==> src/rtl/csr_file_m.sv <==
// Machine-mode CSR file: Zicsr RW/RS/RC access, trap entry/mret state,
// 64-bit mcycle/minstret counters and PC redirect for trap and return.
module csr_file_m #(
  parameter int XLEN        = 32,
  parameter int HART_ID     = 0,
  parameter bit VECTORED_EN = 1'b1
) (
  input  logic            clk,
  input  logic            rst,
  input  logic [11:0]     csr_addr,
  input  logic [1:0]      csr_op,
  input  logic [XLEN-1:0] csr_wdata,
  output logic [XLEN-1:0] csr_rdata,
  output logic            csr_illegal,
  input  logic            trap_valid,
  input  logic [XLEN-1:0] trap_cause,
  input  logic [XLEN-1:0] trap_epc,
  input  logic            mret,
  input  logic            instret_inc,
  output logic [XLEN-1:0] redirect_pc,
  output logic            mie_out
);

  localparam logic [11:0] A_MSTATUS   = 12'h300;
  localparam logic [11:0] A_MISA      = 12'h301;
  localparam logic [11:0] A_MTVEC     = 12'h305;
  localparam logic [11:0] A_MSCRATCH  = 12'h340;
  localparam logic [11:0] A_MEPC      = 12'h341;
  localparam logic [11:0] A_MCAUSE    = 12'h342;
  localparam logic [11:0] A_MCYCLE    = 12'hB00;
  localparam logic [11:0] A_MCYCLEH   = 12'hB80;
  localparam logic [11:0] A_MINSTRET  = 12'hB02;
  localparam logic [11:0] A_MINSTRETH = 12'hB82;
  localparam logic [11:0] A_MHARTID   = 12'hF14;

  localparam logic [1:0] OP_NONE = 2'b00;
  localparam logic [1:0] OP_RW   = 2'b01;
  localparam logic [1:0] OP_RS   = 2'b10;

  logic            mie_reg;
  logic            mpie_reg;
  logic [1:0]      mpp_reg;
  logic [XLEN-1:0] mtvec_reg;
  logic [XLEN-1:0] mscratch_reg;
  logic [XLEN-1:0] mepc_reg;
  logic [XLEN-1:0] mcause_reg;
  logic [1:0][63:0] cnt_val;

  logic            implemented;
  logic            wr_en;
  logic [XLEN-1:0] wr_value;
  logic [XLEN-1:0] vec_base;
  logic            vec_hit;

  always_comb begin
    csr_rdata   = '0;
    implemented = 1'b1;
    case (csr_addr)
      A_MSTATUS:   csr_rdata = {{(XLEN-13){1'b0}}, mpp_reg, 3'b000, mpie_reg, 3'b000, mie_reg, 3'b000};
      A_MISA:      csr_rdata = 32'h4000_0100;
      A_MTVEC:     csr_rdata = mtvec_reg;
      A_MSCRATCH:  csr_rdata = mscratch_reg;
      A_MEPC:      csr_rdata = mepc_reg;
      A_MCAUSE:    csr_rdata = mcause_reg;
      A_MCYCLE:    csr_rdata = cnt_val[0][31:0];
      A_MCYCLEH:   csr_rdata = cnt_val[0][63:32];
      A_MINSTRET:  csr_rdata = cnt_val[1][31:0];
      A_MINSTRETH: csr_rdata = cnt_val[1][63:32];
      A_MHARTID:   csr_rdata = XLEN'(HART_ID);
      default:     implemented = 1'b0;
    endcase
  end

  assign csr_illegal = (csr_op != OP_NONE) &&
                       (!implemented || (csr_addr[11:10] == 2'b11 && csr_op == OP_RW));

  // Trap and mret own the cycle; a coincident CSR write is dropped.
  assign wr_en = (csr_op != OP_NONE) && !csr_illegal && !trap_valid && !mret;

  always_comb begin
    case (csr_op)
      OP_RW:   wr_value = csr_wdata;
      OP_RS:   wr_value = csr_rdata | csr_wdata;
      default: wr_value = csr_rdata & ~csr_wdata;
    endcase
  end

  always_ff @(posedge clk) begin
    if (rst) begin
      mie_reg      <= 1'b0;
      mpie_reg     <= 1'b0;
      mpp_reg      <= 2'b11;
      mtvec_reg    <= '0;
      mscratch_reg <= '0;
      mepc_reg     <= '0;
      mcause_reg   <= '0;
    end else if (trap_valid) begin
      mepc_reg   <= {trap_epc[XLEN-1:2], 2'b00};
      mcause_reg <= trap_cause;
      mpie_reg   <= mie_reg;
      mie_reg    <= 1'b0;
      mpp_reg    <= 2'b11;
    end else if (mret) begin
      mie_reg  <= mpie_reg;
      mpie_reg <= 1'b1;
      mpp_reg  <= 2'b11;
    end else if (wr_en) begin
      case (csr_addr)
        A_MSTATUS: begin
          mie_reg  <= wr_value[3];
          mpie_reg <= wr_value[7];
          mpp_reg  <= wr_value[12:11];
        end
        A_MTVEC:    mtvec_reg    <= wr_value;
        A_MSCRATCH: mscratch_reg <= wr_value;
        A_MEPC:     mepc_reg     <= {wr_value[XLEN-1:2], 2'b00};
        A_MCAUSE:   mcause_reg   <= wr_value;
        default: ;
      endcase
    end
  end

  // Counter 0 is mcycle (free-running), counter 1 is minstret (retire-gated).
  // Writing one half replaces that half and freezes the other for the cycle.
  for (genvar gi = 0; gi < 2; gi++) begin : g_cnt
    localparam logic [11:0] LO_ADDR = (gi == 0) ? A_MCYCLE  : A_MINSTRET;
    localparam logic [11:0] HI_ADDR = (gi == 0) ? A_MCYCLEH : A_MINSTRETH;
    logic        inc;
    logic [63:0] cnt_reg;
    logic [63:0] cnt_next;

    assign inc = (gi == 0) ? 1'b1 : instret_inc;

    always_comb begin
      cnt_next = cnt_reg + {63'b0, inc};
      if (wr_en && csr_addr == LO_ADDR)
        cnt_next = {cnt_reg[63:32], wr_value};
      else if (wr_en && csr_addr == HI_ADDR)
        cnt_next = {wr_value, cnt_reg[31:0]};
    end

    always_ff @(posedge clk) begin
      if (rst) cnt_reg <= '0;
      else     cnt_reg <= cnt_next;
    end

    assign cnt_val[gi] = cnt_reg;
  end

  assign vec_base = {mtvec_reg[XLEN-1:2], 2'b00};
  assign vec_hit  = VECTORED_EN && (mtvec_reg[1:0] == 2'b01) && trap_cause[XLEN-1];

  always_comb begin
    redirect_pc = mepc_reg;
    if (trap_valid)
      redirect_pc = vec_hit ? vec_base + {trap_cause[XLEN-3:0], 2'b00} : vec_base;
  end

  assign mie_out = mie_reg;

endmodule

==> config.mk <==
export PLATFORM = sky130hd
export DESIGN_NAME = csr_file_m
export DESIGN_NICKNAME = d
export VERILOG_FILES = /design/src/rtl/csr_file_m.sv
export SDC_FILE = /design/constraint.sdc
export NUM_CORES = 1
export LEC_CHECK = 0
export ABC_AREA = 1
export CORE_ASPECT_RATIO = 1.5
export CORE_MARGIN = 2
export CORE_UTILIZATION = 60
export DETAILED_ROUTE_END_ITERATION = 8
export PLACE_DENSITY = 0.89
export SLEW_MARGIN = 5
export SYNTH_ARGS = -nofsm -noshare
export SYNTH_HDL_FRONTEND = slang
export SYNTH_SLANG_ARGS = --single-unit
==> constraint.sdc <==
create_clock -name clk -period 3.4 [get_ports clk]
set_input_delay 0.68 -clock clk [delete_from_list [all_inputs] [get_ports clk]]
set_output_delay 0.68 -clock clk [all_outputs]
set_load 0.05 [all_outputs]
==> results by group, run 1 <==
Logic synthesis
  • Mapped cell area: 20780 um^2
  • Seq/Total Area, Yosys: 24.86%
  • Async set-reset flop share out of synthesis: 0%
  • Avg Inst Size Synth: 5.620 um^2
  • Number of synthesized flops with an enable pin: 0
  • Mapped Cells: 3697
  • Synthesized flop and latch total: 258
  • Synth Warn #: 0
  • Post-synth cell types: 47
  • Prevailing post-synth register cell: dfxtp_1

CTS
  • Clock Tree Root: clkbuf_16
  • Clock Sinks: 258
  • # hold bufs at CTS: 0
  • Cts bufs inserted: 27
  • Clk buf depth: 3
  • H-Tree Depth: 1

Place
  • Port bufs: 176
  • Post-Place Cells: 4557
  • Post-DP HPWL: 79540 um
  • Placed cell areas: 26580 um^2
  • Routability Congestion: 1.436

Status
  • Fail Step: global routing
  • Outcome: did not finish
  • Error: [ERROR GRT-0116] Global routing finished with congestion. Check the congestion regions in the DRC Viewer.

Global routing
  • Overflow after GRT: 521
  • GRT Util Overall: 78.15%
  • First-pass GRT wire length: 221900 um
  • Vias in the first global route: 35330
  • Largest net degree at the start of global routing: 120

Floorplanning
  • Die width: 155.9 um
  • Initial core utilization: 60.81%
  • Die H: 231.9 um
  • IO Pins: 181
  • Cell Rows: 83
==> metal layers <==
layer  global-route usage [%]  GRT overflow
met2                    94.88           331
met4                    80.59           173
met3                    62.77             7
met1                    77.06             8
met5                    25.21             2
==> kinds of logic after synthesis <==
| family | Yosys count | synth area share (%) |
|---|---|---|
| compound gates | 587 | 15.20 |
| xor+xnor | 94 | 3.962 |
| fa+ha+maj | 36 | 2.204 |
| buf+inv | 543 | 10.18 |
| flops | 258 | 24.86 |
| other cells | 1 | 0.01805 |
| simple gates | 2178 | 43.58 |
==> Yosys cell counts (all sizes together) (2+ instances only) <==
master	number	area share, %
nor4	13	0.39
nand3b	6	0.22
and2	2	0.060
nor3	84	2.1
nor2	535	9.9
dfxtp	258	25
a211oi	6	0.22
nor3b	3	0.11
a21o	10	0.36
o22ai	10	0.30
a2111o	4	0.22
a21oi	257	6.2
inv	388	7.0
o211ai	20	0.72
buf	63	1.5
or2	10	0.30
o2111ai	3	0.13
o21ai	236	5.7
nand2	1139	21
o21bai	7	0.25
xor2	66	2.8
clkbuf	92	1.7
nand3	304	7.4
a21boi	4	0.14
a31oi	25	0.75
xnor2	28	1.2
nand4	82	2.5
ha	35	2.1
==> stage by stage <==
| step | TNS [ns] | hold WS [ns] | setup slack [ns] |
|---|---|---|---|
| 2_1_floorplan | 0 | 0.4440 | 0.01996 |
| 3_3_place_gp | -11.86 | 0.4509 | -0.5270 |
| 3_5_place_dp | -19.33 | 0.4578 | -0.5904 |
| 4_1_cts | -0.8053 | 0.4672 | -0.08886 |
==> repair_timing <==
action                     in CTS
pin swaps                      52
buffers inserted                6
setup endpoints to repair      55
cloned                          1
gates resized for setup       182
==> run 2: changes to the inputs <==
CORE_ASPECT_RATIO = unset   (was 1.5)
CORE_UTILIZATION = 40   (was 60)
PLACE_DENSITY = unset   (was 0.89)
PLACE_DENSITY_LB_ADDON = 0.15   (was unset)
==> results by group, run 2 <==
Timing
  • Fin Setup TNS: -1.088 ns
  • Final hold vios: 0
  • Slew headroom: 37.29%
  • Slew Viols, Final: 0
  • Fmax: 281.6 MHz
  • Clock skew: 0.04266 ns
  • Final setup margin: -0.1507 ns
  • Final Critical Period: 3.551 ns
  • Setup violators final: 14
  • RSZ-0062 raised after global routing: yes
  • Slew @ Worst Pin: 0.9406 ns
  • Ratio of final minimum period to clock period: 104.4%

Setup path
  • Max incr delay on CP: 0.36 ns
  • Critical Path AT: 2.87 ns
  • Top cell by count, worst path: nand2_2
  • Critical Path Start Type: flop
  • Reg2Reg Depth: 12
  • Crit path max-delay family: adder cells
  • CP max-delay cell: dfxtp_4
  • CP Max Fanout: 2
  • CP Data Required Time: 2.72 ns
  • RR Endpoint: g_cnt[0].cnt_reg[48]$_SDFFE_PP0N_
  • Sum of buffers and inverters on the critical path: 2
  • Critical path class: reg2out
  • CP Capture Type: primary output
  • Critical path cell sequence: ha_4 -> fa_2 -> nand3_2 -> nand2_2 -> a21boi_2 -> inv_2 -> nand2_2 -> nand2_2 -> a21boi_2 -> xor2_1 -> nand2_1 -> o211ai_1 -> nand2_2 -> buf_12
  • Reg2reg start: g_cnt[0].cnt_reg[0]$_SDFFE_PP0P_
  • Flop-to-flop setup slack: 0.50 ns

CTS
  • Clk buf depth: 3
  • CTS tree: done
  • H-Tree Depth: 1
  • Clock Sinks: 258
  • CTS clk-pin slew, worst paths: 0.06 ns
  • Clock Tree Root: clkbuf_16
  • Clock Latency Late Sink: 0.63 ns
  • Cts bufs inserted: 31

Floorplanning
  • Die H: 231.9 um
  • Cell Rows: 83
  • Die ar.: 53780 um^2
  • Die width: 231.9 um
  • IO Pins: 181
  • Initial core utilization: 40.50%
  • Core area: 51300 um^2

Global routing
  • GRT Util Overall: 42.82%
  • First-pass GRT wire length: 169700 um
  • Initial antenna violation count: 5
  • Vias in the first global route: 25450
  • Largest net degree at the start of global routing: 71
  • Overflow after GRT: 0

Place
  • Worst slack, placed: -0.6211 ns
  • Routability Congestion: 1.061
  • Post-DP HPWL: 94630 um
  • Port bufs: 176

Final layout
  • Synth-to-Final Area Change: 45.29%
  • Area occupied by multi-input gates: 14530 um^2
  • Most frequent cells in the layout: nand2_1, nor2_1, buf_4
  • Net total in the final layout: 4418
  • Most common library cell in the layout ignoring fill and taps: nand2_1
  • Max reg flops: 128
  • Storage cell area: 5214 um^2
  • Layout cells sized above 1: 20.33%
  • Filler cell count: 5157

Logic synthesis
  • Avg Inst Size Synth: 5.620 um^2
  • Async set-reset flop share out of synthesis: 0%
  • Leading area contributor after synthesis: dfxtp_1
  • Top cells by instance count after synthesis: nand2_1, nor2_1, inv_1, nand3_1, dfxtp_1
  • Synth top area cells: dfxtp_1, nand2_1, nor2_1
  • Mapped cell area: 20780 um^2
  • Post-synth cell types: 47
  • Share of the synthesized area in the top cell type: 24.86%
  • Cell with the most instances after synthesis: nand2_1
  • Number of synthesized flops with an enable pin: 0
  • Seq/Total Area, Yosys: 24.86%
  • Mapped Cells: 3697
  • Synthesized flop and latch total: 258
  • Synth Warn #: 0
  • Prevailing post-synth register cell: dfxtp_1

Drt
  • DR vias/cell: 5.623
  • DRT iter0 DRCs: 3739
  • Routed WL: 118500 um
  • 1st-pass router iterations: 6
  • # DRC: 0
  • Post-route ant nets: 0
  • Total number of vias: 27960
  • Wire per inst: 23.84 um

Worst hold path
  • Hold/Removal Path Class: reg2reg
  • Hold EP: mcause_reg[26]$_SDFFE_PP0P_
  • Worst Hold Launch: mcause_reg[26]$_SDFFE_PP0P_
  • Hold path depth: 2

Status
  • Violated checks: negative setup slack
  • Outcome: finished with violations

Pwr
  • LEAKAGE: 13.56 nW
  • Max VDD drop: 0.3705 mV
  • Power Density: 285.2 nW/um^2

Job
  • Max-Cap Viols: 0
## run 2: cell counts after synthesis
Identical to the previous run, type by type.
## run 2: repair_timing
item	CTS	global route
pin swaps	60	62
setup endpoints to repair	59	41
endpoints found under the hold margin	0	0
hold buffers	0	0
setup buffers	9	8
resized for setup	211	118
## run 2: kinds of logic (layout without fill, tap and decap cells)
group	after synthesis	after routing	share of synthesized area, %
compound gates	587	587	15.20
xor+xnor	94	94	3.962
fa+ha+maj	36	36	2.204
buf+inv	543	1135	10.18
flops	258	258	24.86
other cells	1	4	0.01805
simple gates	2178	2178	43.58
## run 2: final cells by class
cell class              instances  area share [%]
multi-input cells            2897           48.13
repair buffers                691           23.16
well taps                     680           2.819
clock inverters                17          0.9989
inverters                     388           4.833
diodes                          2         0.01658
flip-flops and latches        258           17.27
clock buffers                  39           2.769
## run 2: power breakdown
part	total (mW)	internal (mW)	switching [mW]
sequential	3.11	3.07	0.0401
clock	3.84	2.34	1.50
combinational	1.66	0.679	0.981
## run 2: worst register-to-register path: stages (launching register included)
cell     delay [ns]
dfxtp_1        0.45
ha_1           0.21
nand2_1        0.09
nor2_1         0.46
nand4_1        0.17
nor2_1         0.25
nand3_1        0.16
nor3_1         0.33
inv_1          0.11
nor2_1         0.26
nand4_1        0.13
nand3_1        0.09
a21oi_1        0.06
## run 2: layer usage
layer / global-route usage (%) / part of all wire (%)
met4: 19.03 / 5.1
met2: 64.73 / 43
met1: 59.79 / 41
met3: 6.717 / 11
met5: 0 / 0.018
## run 2: through the flow
stage	power [mW]	hold WS [ns]	util, %	cells	area (um^2)
6_report	8.609	0.4655	58.84	4972	30190
5_1_grt	8.783	0.4811	58.84	4971	30180
4_1_cts	8.538	0.4638	57.98	4962	29740
3_5_place_dp	4.731	0.4543	54.34	4898	27880
3_3_place_gp	4.727	0.4516	54.34	4898	27880
2_1_floorplan	3.707	0.4440	-	3698	20780
## run 2: how the worst max path moves through the flow
stage                                    start                                end  slack, ns  cells after the start
finish               mtvec_reg[2]$_SDFFE_PP0P_                    redirect_pc[20]      -0.15                     14
global route        mtvec_reg[12]$_SDFFE_PP0P_                    redirect_pc[31]      -0.26                     15
CTS                  mtvec_reg[2]$_SDFFE_PP0P_                    redirect_pc[28]      -0.13                     16
detailed placement               trap_cause[0]                    redirect_pc[26]      -0.62                     14
global placement                   csr_addr[6]  g_cnt[0].cnt_reg[32]$_SDFFE_PP0N_      -0.59                     17
floorplan                        trap_cause[0]                    redirect_pc[26]       0.02                     11
Power figures use the tool's default switching activity.
==> run 3: changes to the inputs <==
--- a/config.mk
+++ b/config.mk
@@ -11,4 +11,5 @@
 export DETAILED_ROUTE_END_ITERATION = 8
 export PLACE_DENSITY_LB_ADDON = 0.15
+export REMOVE_ABC_BUFFERS = 1
 export SLEW_MARGIN = 5
 export SYNTH_ARGS = -nofsm -noshare
==> constraint.sdc (replaced) <==
create_clock -name clk -period 3.4 [get_ports clk]
set_input_delay 1.02 -clock clk [delete_from_list [all_inputs] [get_ports clk]]
set_output_delay 1.02 -clock clk [all_outputs]
set_load 0.05 [all_outputs]
==> results by group, run 3 (synthesis results as in run 2) <==
Setup path
  • CP max-delay cell: fa_2
  • RR Endpoint: g_cnt[0].cnt_reg[50]$_SDFFE_PP0N_
  • Critical Path Start Type: input pin
  • CP Capture Type: primary output
  • Flop-to-flop setup slack: 0.55 ns
  • Top cell by count, worst path: nand3_2
  • Critical path cell sequence: buf_8 -> ha_4 -> fa_2 -> nand3_2 -> nand2_4 -> buf_6 -> nand4_1 -> nand3_4 -> a21o_1 -> or2_4 -> nand3_2 -> nand2_1 -> o21ai_2 -> clkbuf_16
  • Reg2Reg Depth: 13
  • Critical Path AT: 3.01 ns
  • Reg2reg start: g_cnt[0].cnt_reg[0]$_SDFFE_PP0P_
  • CP Max Fanout: 2
  • CP Data Required Time: 2.38 ns
  • Max incr delay on CP: 0.34 ns
  • Critical path class: in2out

Drt
  • Post-route ant nets: 0
  • Wire per inst: 24.20 um
  • Highest Signal Layer: met5
  • Routed WL: 125900 um
  • 1st-pass router iterations: 9
  • Met3 wire len: 14160 um
  • Metal2 WL: 53500 um
  • DRT iter0 DRCs: 4015
  • Total number of vias: 29790
  • WL met1: 48580 um
  • DR vias/cell: 5.727
  • # DRC: 0

Final layout
  • Most frequent cells in the layout: nand2_1, buf_4, nor2_1
  • Layout cells sized above 1: 31.48%
  • Synth-to-Final Area Change: 66.13%
  • Net total in the final layout: 4644
  • Filler cell count: 4624
  • Finished Cell Area: 34520 um^2
  • Area occupied by multi-input gates: 16470 um^2
  • Max reg flops: 128
  • Storage cell area: 5165 um^2
  • Finished Layout Cells: 5202
  • Most common library cell in the layout ignoring fill and taps: nand2_1

Floorplanning
  • Cell Rows: 83
  • IO Pins: 181
  • Die H: 231.9 um
  • Core area: 51300 um^2
  • Die width: 231.9 um
  • Initial core utilization: 40.50%
  • Die ar.: 53780 um^2

Pwr
  • Pwr Total: 9.087 mW
  • Max VDD drop: 0.4379 mV
  • Power Density: 263.3 nW/um^2
  • LEAKAGE: 15.70 nW

Worst hold path
  • Hold/Removal Path Class: reg2reg
  • Worst Hold Launch: mcause_reg[29]$_SDFFE_PP0P_
  • Hold EP: mcause_reg[29]$_SDFFE_PP0P_
  • Hold path depth: 2

Timing
  • Slew headroom: 43.26%
  • Ratio of final minimum period to clock period: 118.5%
  • Final hold vios: 0
  • Final setup margin: -0.6302 ns
  • Final Critical Period: 4.030 ns
  • RSZ-0062 raised after global routing: yes
  • Slew @ Worst Pin: 0.8434 ns
  • Clock skew: 0.03137 ns
  • Fmax: 248.1 MHz
  • Slew Viols, Final: 0
  • Fin Hold WS: 0.4759 ns
  • Setup violators final: 60

CTS
  • CTS clk-pin slew, worst paths: 0.05 ns
  • # hold bufs at CTS: 0
  • CTS tree: done
  • Clock Tree Root: clkbuf_16
  • Cts bufs inserted: 34
  • Clock Latency Late Sink: 0.58 ns
  • H-Tree Depth: 2
  • Clk buf depth: 3
  • Clock Sinks: 258

Place
  • Routability Congestion: 1.028
  • Placed cell areas: 28500 um^2
  • Post-Place Cells: 4990
  • Post-DP HPWL: 95300 um
  • Port bufs: 176

Global routing
  • First-pass GRT wire length: 179400 um
  • Vias in the first global route: 27600
  • GRT Util Overall: 45.03%
  • Largest net degree at the start of global routing: 88
  • Initial antenna violation count: 8
  • Overflow after GRT: 0

Status
  • Outcome: finished with violations
  • Violated checks: negative setup slack

Job
  • Max-Cap Viols: 0
run 3: changes by cell type in the layout (fill, tap and decap cells not counted), moves of 24 or more:
cell,change
nand2_2,+43
nand3_2,+24
o21ai_2,+27
nand3_4,+25
nor2_1,-60
buf_6,+107
nor2_4,+50
o21ai_0,-35
nand2_1,-127
nand3_1,-48
nand2_4,+79
buf_4,+113
run 3: metrics by stage:
stage | TNS [ns] | util, % | worst slack, ns
floorplan | -315.61 | - | -1.616
global placement | -232.48 | 55.56 | -1.320
detailed placement | -228.01 | 55.56 | -1.296
CTS | -17.44 | 64.27 | -0.6768
global route | -22.71 | 67.28 | -0.6639
finish | -20.78 | 67.28 | -0.6302
run 3: area by class of cell:
type | count | share of cell area [%]
clock inverters | 16 | 0.7032
diodes | 5 | 0.03625
inverters | 388 | 4.292
clock buffers | 44 | 2.845
multi-input cells | 2898 | 47.73
repair buffers | 913 | 26.97
well taps | 680 | 2.465
flip-flops and latches | 258 | 14.96
run 3: metal layers:
metal	vias up	GRT usage, %
li1	13590	-
met3	494	9.050
met4	4	28.89
met5	-	0
met1	13730	58.59
met2	1980	67.71
run 3: worst max-delay path, delay by kind of cell:
kind | cells | cell delay, ns
AND/OR/NAND/NOR | 7 | 0.82
adder cells (fa/ha/maj) | 2 | 0.49
buffers and inverters | 3 | 0.40
AO/OA/AOI/OAI | 2 | 0.26
run 3: power by group:
part / leakage, nW / switching (mW) / internal [mW]
Combinational: 13.0 / 1.05 / 0.804
Clock: 0.599 / 1.61 / 2.50
Sequential: 2.09 / 0.0392 / 3.08
run 3: worst max path at each step:
stage                   from              end
2_1_floorplan    csr_addr[9]    csr_rdata[10]
3_3_place_gp   trap_cause[0]  redirect_pc[28]
3_5_place_dp   trap_cause[0]  redirect_pc[26]
4_1_cts        trap_cause[0]  redirect_pc[26]
5_1_grt        trap_cause[0]  redirect_pc[18]
6_report       trap_cause[0]  redirect_pc[26]
run 3: what timing repair did:
action,in CTS,in global routing
pin swaps,200,198
gates resized for setup,819,311
buffers inserted,97,61
endpoints found under the setup margin,308,65
gates cloned,5,1
